[config.mk]
export PLATFORM = sky130hd
export DESIGN_NAME = slicel_cfg_loader
export DESIGN_NICKNAME = d
export VERILOG_FILES = /design/src/rtl/slicel_cfg_pkg.sv /design/src/rtl/slicel_cfg_loader_shift.sv /design/src/rtl/slicel_cfg_loader.sv
export SDC_FILE = /design/constraint.sdc
export NUM_CORES = 1
export LEC_CHECK = 0
export ABC_AREA = 1
export CAP_MARGIN = 20
export CELL_PAD_IN_SITES_DETAIL_PLACEMENT = 1
export CELL_PAD_IN_SITES_GLOBAL_PLACEMENT = 1
export CORE_ASPECT_RATIO = 0.6
export CORE_MARGIN = 3
export CORE_UTILIZATION = 50
export DETAILED_ROUTE_END_ITERATION = 8
export DONT_BUFFER_PORTS = 1
export GPL_TIMING_DRIVEN = 0
export PLACE_DENSITY_LB_ADDON = 0.1
export SLEW_MARGIN = 20
export SYNTH_ARGS = -nofsm -noshare
export SYNTH_HDL_FRONTEND = slang
export SYNTH_SLANG_ARGS = --single-unit
[constraint.sdc]
create_clock -name cclk -period 17.45 [get_ports cclk]
set_input_delay 3.49 -clock cclk [delete_from_list [all_inputs] [get_ports cclk]]
set_output_delay 3.49 -clock cclk [all_outputs]
set_load 0.02 [all_outputs]
[src/rtl/slicel_cfg_pkg.sv]
// Shared constants and FSM state type for the SLICEL configuration loader.
// Values here describe the default slice geometry (4 LUTs of 4 inputs).
package slicel_cfg_pkg;

  localparam int S_XX_BASE = 4;
  localparam int NUM_LUTS  = 4;
  localparam int CFG_SIZE  = 2 * (2 ** S_XX_BASE) + 1;
  localparam int MUX_LVLS  = $clog2(NUM_LUTS);
  localparam int CFG_BITS  = CFG_SIZE * NUM_LUTS + MUX_LVLS + 1 + 2 * NUM_LUTS;

  // Field offsets inside the shadow register (bit k of the stream lands in bit k)
  localparam int LUT_LSB  = 0;
  localparam int MUX_LSB  = CFG_SIZE * NUM_LUTS;
  localparam int CC_BIT   = MUX_LSB + MUX_LVLS;
  localparam int REGS_LSB = CC_BIT + 1;

  typedef enum logic [2:0] {
    ST_IDLE   = 3'd0,
    ST_SHIFT  = 3'd1,
    ST_CHECK  = 3'd2,
    ST_COMMIT = 3'd3,
    ST_DONE   = 3'd4
  } cfg_state_e;

endpackage

[src/rtl/slicel_cfg_loader_shift.sv]
// Serial-in shadow register with accepted-bit counter and running parity.
// The first accepted bit ends up in shadow[0] once CFG_BITS bits have been
// shifted in; bits beyond CFG_BITS (the parity bit) only feed the parity.
module slicel_cfg_shift #(
  parameter int CFG_BITS   = 143,
  parameter int TOTAL_BITS = 143,
  parameter int CNT_W      = 8
) (
  input  logic                cclk,
  input  logic                rst,
  input  logic                clr,
  input  logic                accept,
  input  logic                bit_in,
  output logic [CFG_BITS-1:0] shadow,
  output logic [CNT_W-1:0]    count,
  output logic                parity
);

  // Shift in accepted bits; counter saturates at the stream length
  always_ff @(posedge cclk or posedge rst) begin
    if (rst) begin
      shadow <= '0;
      count  <= '0;
      parity <= 1'b0;
    end else if (clr) begin
      count  <= '0;
      parity <= 1'b0;
    end else if (accept && (count != CNT_W'(TOTAL_BITS))) begin
      if (count < CNT_W'(CFG_BITS)) begin
        shadow <= {bit_in, shadow[CFG_BITS-1:1]};
      end
      count  <= count + 1'b1;
      parity <= parity ^ bit_in;
    end
  end

endmodule

[src/rtl/slicel_cfg_loader.sv]
// SLICEL configuration loader: receives a serial bitstream LSB first, holds it
// in a shadow register and commits it to the slice config outputs in one cycle.
// Optional feature: define CFG_PARITY_EN to append and check an even-parity bit.
module slicel_cfg_loader #(
  parameter int S_XX_BASE = slicel_cfg_pkg::S_XX_BASE,
  parameter int NUM_LUTS  = slicel_cfg_pkg::NUM_LUTS,
  parameter int CFG_SIZE  = 2 * (2 ** S_XX_BASE) + 1,
  parameter int MUX_LVLS  = $clog2(NUM_LUTS)
) (
  input  logic                         cclk,
  input  logic                         rst,
  input  logic                         start,
  input  logic                         cfg_bit,
  input  logic                         cfg_valid,
  output logic                         cfg_ready,
  output logic [CFG_SIZE*NUM_LUTS-1:0] luts_config_in,
  output logic [MUX_LVLS-1:0]          inter_lut_mux_config,
  output logic                         config_use_cc,
  output logic [2*NUM_LUTS-1:0]        regs_config_in,
  output logic                         cen,
  output logic                         cfg_done,
  output logic                         cfg_err
);

  localparam int CFG_BITS = CFG_SIZE * NUM_LUTS + MUX_LVLS + 1 + 2 * NUM_LUTS;
`ifdef CFG_PARITY_EN
  localparam int TOTAL_BITS = CFG_BITS + 1;
`else
  localparam int TOTAL_BITS = CFG_BITS;
`endif
  localparam int CNT_W   = $clog2(CFG_BITS + 1);
  localparam int L_MUX   = CFG_SIZE * NUM_LUTS;
  localparam int L_CC    = L_MUX + MUX_LVLS;
  localparam int L_REGS  = L_CC + 1;

  import slicel_cfg_pkg::*;

  cfg_state_e          state;
  logic [CFG_BITS-1:0] shadow;
  logic [CNT_W-1:0]    count;
  logic                parity;
  logic                accept;
  logic                last_bit;
  logic                clr;
  logic                check_ok;

  // cfg_ready is only ever high in SHIFT, so it alone gates acceptance
  assign accept   = cfg_valid & cfg_ready;
  assign last_bit = accept && (count == CNT_W'(TOTAL_BITS - 1));
  assign clr      = start && ((state == ST_IDLE) || (state == ST_DONE));

`ifdef CFG_PARITY_EN
  logic err_q;
  assign check_ok = ~parity;
  assign cfg_err  = err_q;
`else
  logic unused_parity;
  assign unused_parity = parity;
  assign check_ok      = 1'b1;
  assign cfg_err       = 1'b0;
`endif

  slicel_cfg_shift #(
    .CFG_BITS  (CFG_BITS),
    .TOTAL_BITS(TOTAL_BITS),
    .CNT_W     (CNT_W)
  ) u_shift (
    .cclk  (cclk),
    .rst   (rst),
    .clr   (clr),
    .accept(accept),
    .bit_in(cfg_bit),
    .shadow(shadow),
    .count (count),
    .parity(parity)
  );

  // Load sequencing FSM with registered handshake/status and committed config
  always_ff @(posedge cclk or posedge rst) begin
    if (rst) begin
      state                <= ST_IDLE;
      cfg_ready            <= 1'b0;
      cen                  <= 1'b1;
      cfg_done             <= 1'b0;
      luts_config_in       <= '0;
      inter_lut_mux_config <= '0;
      config_use_cc        <= 1'b0;
      regs_config_in       <= '0;
`ifdef CFG_PARITY_EN
      err_q                <= 1'b0;
`endif
    end else begin
      case (state)
        ST_IDLE: begin
          if (start) begin
            state     <= ST_SHIFT;
            cfg_ready <= 1'b1;
`ifdef CFG_PARITY_EN
            err_q     <= 1'b0;
`endif
          end
        end
        ST_SHIFT: begin
          if (last_bit) begin
            state     <= ST_CHECK;
            cfg_ready <= 1'b0;
          end
        end
        ST_CHECK: begin
          if (check_ok) begin
            state <= ST_COMMIT;
          end else begin
            state <= ST_IDLE;
`ifdef CFG_PARITY_EN
            err_q <= 1'b1;
`endif
          end
        end
        ST_COMMIT: begin
          luts_config_in       <= shadow[L_MUX-1:0];
          inter_lut_mux_config <= shadow[L_MUX +: MUX_LVLS];
          config_use_cc        <= shadow[L_CC];
          regs_config_in       <= shadow[L_REGS +: 2*NUM_LUTS];
          state                <= ST_DONE;
          cen                  <= 1'b0;
          cfg_done             <= 1'b1;
        end
        ST_DONE: begin
          if (start) begin
            state     <= ST_SHIFT;
            cfg_ready <= 1'b1;
            cen       <= 1'b1;
            cfg_done  <= 1'b0;
`ifdef CFG_PARITY_EN
            err_q     <= 1'b0;
`endif
          end
        end
        default: begin
          state     <= ST_IDLE;
          cfg_ready <= 1'b0;
          cen       <= 1'b1;
          cfg_done  <= 1'b0;
        end
      endcase
    end
  end

endmodule

### After elaboration in Yosys (flattened, before gate mapping)

Index checks and enable logic that the tools add are counted.

* register bits after elaboration: 300
* bits of input ports: 5
* output and inout bits: 147
* logic and storage cells: 49

* $add $sub $neg: 1
* magnitude comparators: 1
* equality and inequality tests: 9
* multiplexer cells: 11
* bitwise operators: 4
* reductions and logical operators: 13

Operator list (count)
* $mux 8: 2
* $pmux 3 s4: 1
* $pmux 1 s3: 3
* $add 8x1->8 const B: 1
* $eq 8x8->1 const B: 1
* $lt 8x8->1 const B: 1
* $ne 8x8->1 const B: 1
* $eq 3x2->1 const B: 2
* $mux 3: 2
* $reduce_and 3->1: 2
* $ne 2x2->1 const B: 2
* $reduce_and 2->1: 2
* $reduce_or 2->1: 2
* $eq 3x1->1 const B: 1
* $eq 3x3->1 const B: 1
* $logic_and 1x1->1: 3
* $logic_not 3->1: 1
* $mux 1: 3
* $not 1->1: 3
* $reduce_or 3->1: 1
* $ne 2x1->1 const B: 1
* $reduce_bool 2->1: 1
* $and 1x1->1: 1
* $logic_or 1x1->1: 1

### Longest topological paths before layout

* word-level depth: 5
* mapped depth: 9
* mapped depth without buffers: 9

### By module

Synthesis repeated with hierarchy kept, for this count alone.

* cell total of the unflattened synthesis: 1338
* area, all modules: 11742.5 µm²

By module, submodules not included
* slicel_cfg_shift: instances 1, cells each 685, area an instance 6010.8 µm², sequential area each 3803.6 µm²
* slicel_cfg_loader: instances 1, cells each 653, area an instance 5731.7 µm², sequential area each 3729.8 µm²

### Worst setup path after synthesis

Ideal clock, no wire load.

* path kind: input-to-reg
* start point: input port start
* end point: register u_shift.shadow[107]
* library setup time: 0.065 ns
* arrival: 4.287 ns
* data required time: 17.385 ns
* setup slack: 13.098 ns
* cell stages on the path: 5
* path buffers: 2
* cell sequence: nand2_2 buf_6 dlygate4sd1_1 nand4_1 nand2_1

* longest elaborated chain between the ends: 3

RTL lines
* start: declaration: line slicel_cfg_loader.sv:12 `input logic start,`
* $logic_and 1x1->1: line slicel_cfg_loader.sv:50 `assign clr = start && ((state == ST_IDLE) || (state == ST_DONE));`
* $not 1->1 (no source line)
* $reduce_and 3->1 (no source line)
* end signal: assignment: line slicel_cfg_loader_shift.sv:30 `shadow <= {bit_in, shadow[CFG_BITS-1:1]};`
* end: declaration: line slicel_cfg_loader_shift.sv:14 `output logic [CFG_BITS-1:0] shadow,`

Every way passes these cells.
A chain may end at the register's enable or synchronous reset.

### Final worst setup path

* start point: register cen
* end point: output port cen

RTL lines
* start: declaration: line slicel_cfg_loader.sv:20 `output logic cen,`
* start signal: assignment: line slicel_cfg_loader.sv:83 `cen <= 1'b1;`
* start signal: assignment: line slicel_cfg_loader.sv:125 `cen <= 1'b0;`
* start signal: assignment: line slicel_cfg_loader.sv:132 `cen <= 1'b1;`

No word-level cell between the ends.

==> results.cfg <==
[die]
die_area_um2 = 26400
start_util = 0.519
ios = 152
die-width_um = 208
core_area_um2 = 23600
rows = 43
die_y_um = 127

[sta]
setup_viol = 0
slew_headroom = 0.445
finalHoldViolCount = 0
fin_skew_ns = 0.0104
worst_slew_pin_slew_ns = 0.832
grt_setup_unrepaired = no
fin_ws_ns = 12.80
fin_crit_ns = 4.65
slew_violations = 0
fmax_mhz = 215
finalCritPeriodShare = 0.267
whs_ns = 0.510
fin_tns_setup_ns = 0

[global_routing]
grt_pass1_vias = 9597
track_usage = 0.244
antenna_found_initial = 0
grt_overflow_total = 0
grt_pass1_wl_um = 53000
grt_max_degree = 99

[drt]
dr_total_vias = 9356
routed_via_density = 5.43
drt_first_pass_iters = 5
drc_errors = 0
drtAntennaViolNets = 0
dr.first_iter.drc_count = 719
routedWlPerCell_um = 18.6
wl_um = 32000

[synthesis]
netlist_area_um2 = 12200
avgSynthCellArea_um2 = 9.02
synth-seq-cells = 300
synth.distinct_cells = 30
syn-num-nets = 1362
ys_seq_area_frac = 0.614
synth_cells = 1355
yosysWarnings = 0

[worst_setup_path]
cp_data_arrival_time_ns = 1.16
crit_required_ns = 13.96
startpoint = cen$_DFFE_PP1P_
end_kind = output port
cp_max_fo = 2
critPathKind = reg -> out
worstReg2RegStart = state[2]$_DFFE_PP0P_
start_kind = flop

[hold_path]
holdCritStartpoint = u_shift.shadow[0]$_DFFE_PP0P_
worstHoldPathType = reg -> reg

[final_layout]
mostFrequentLayoutCells = 739 x nand2_1, 299 x dfrtp_1, 145 x nand4_1, 38 x buf_2, 27 x clkbuf_16
post-route-util = 0.578
nNetsFinal = 1394
layout-drive-gt1-share = 0.0860
layout_commonest_cell = nand2_1
area_growth_pct = 11.4
finalInstanceArea_um2 = 13600
antenna_cells = 0

[cts]
hold_buffers = 0
cts_resized = 0
clock_sinks = 300
clockBufferDepth = 3
insertion_delay_ns = 0.54
cts.clk_slew.worst_paths_ns = 0.07
cts_setup_buffers = 0
cts_buffers = 27
clk_root_buffer_cell = clkbuf_16
cts_tree = yes
h-tree-depth = 1

[placement]
dpl_worst_slack_ns = 12.71
port_buffers = 0
hpwl_um = 21600
place_area_um2 = 12700
place_congestion = 0.825

[power_and_ir_drop]
switchingPower_mw = 0.530
p_sw_frac = 0.317
pwr-share-comb = 0.175
p_per_area_nw_per_um2 = 123
p_int_mw = 1.14
ir_worst_vdd_uv = 68.6
power_frac_clock = 0.364
pwr-share-seq = 0.461
p_leak_nw = 7.63

[outcome]
status = finished clean

[job]
max_cap_viol_count = 0
## sequential cells by signal, summed over array words and instances (netlist names)
| register | flops |
|---|---|
| regs_config_in | 8 |
| inter_lut_mux_config | 2 |
| luts_config_in | 132 |
| u_shift.count | 8 |
| state | 3 |
| cfg_ready | 1 |
| config_use_cc | 1 |
| cfg_done | 1 |
| cen | 1 |
| u_shift.shadow | 143 |
## cells by family (layout without fill, tap and decap cells)
| family | Yosys count | count (layout) | synth area share |
|---|---|---|---|
| AOI/OAI and AO/OA | 9 | 9 | 0.00409 |
| DFF | 300 | 300 | 0.614 |
| other | 1 | 1 | 0.000307 |
| and+or+nand+nor | 925 | 925 | 0.321 |
| buffers and inverters | 115 | 167 | 0.0559 |
| adders and majority gates | 2 | 2 | 0.00205 |
| xor gates and xnor gates | 3 | 3 | 0.00215 |
## layout make-up
type	count	area (um2)
multi-input combinational	940	4030
sequential	300	7510
clock buffer	43	846
timing repair buffer	3	82.6
tap	315	394
inverter	21	86.3
clock inverter	6	60.1
buffer	94	604
fill	2753	9950
## metal layers
layer  vias up  GRT usage  part of all wire
met5         -          0                 0
li1       4407          -                 -
met1      4762      0.371              0.50
met4         0     0.0360             0.012
met3        32     0.0506             0.046
met2       155      0.372              0.44
## cell usage after synthesis
master	count	area, um2
nand3_1	14	70.1
nand2_4	1	11.3
nor2_4	1	11.3
dfstp_2	1	26.3
nand3b_1	1	7.51
conb_1	1	3.75
o211a_1	1	10.0
buf_4	3	22.5
dfrtp_1	299	7480
buf_12	1	20.0
inv_1	18	67.6
buf_1	13	48.8
nand2_2	11	68.8
nand4_4	1	21.3
buf_8	2	30.0
buf_2	38	190
nor2_2	3	18.8
nor2_1	8	30.0
dlymetal6s2s_1	9	113
inv_2	3	11.3
o21ai_0	7	35.0
dlygate4sd1_1	3	26.3
nor3_1	1	5.00
nand4_1	145	907
a21oi_1	1	5.00
clkbuf_1	17	63.8
ha_1	2	25.0
xor2_1	3	26.3
buf_6	8	90.1
nand2_1	739	2770
## power groups by stage
stage	clock [mW]	sequential, mW	combinational (mW)
2_1_floorplan	0	0.773	0.202
3_3_place_gp	0	0.784	0.281
3_5_place_dp	0	0.785	0.291
4_1_cts	0.622	0.772	0.294
5_1_grt	0.654	0.776	0.327
6_report	0.609	0.772	0.292
## stage by stage
stage               total power, mW  cells
global route                   1.76   1722
CTS                            1.69   1722
global placement               1.07   1670
detailed placement             1.08   1673
finish                         1.67   1722
floorplan                     0.976   1355
## final timing paths
check / to / slack (ns) / cells past startpoint
max in group asynchronous: luts_config_in[14]$_DFFE_PP0P_ / 13.36 / 3
setup reg to reg: luts_config_in[67]$_DFFE_PP0P_ / 15.23 / 8
hold / removal: u_shift.shadow[0]$_DFFE_PP0P_ / 0.51 / 2
min in group asynchronous: luts_config_in[43]$_DFFE_PP0P_ / 2.81 / 1
setup / recovery: cen / 12.80 / 0
hold reg to reg: u_shift.shadow[0]$_DFFE_PP0P_ / 0.51 / 2
(Power assumes the default switching activity.)
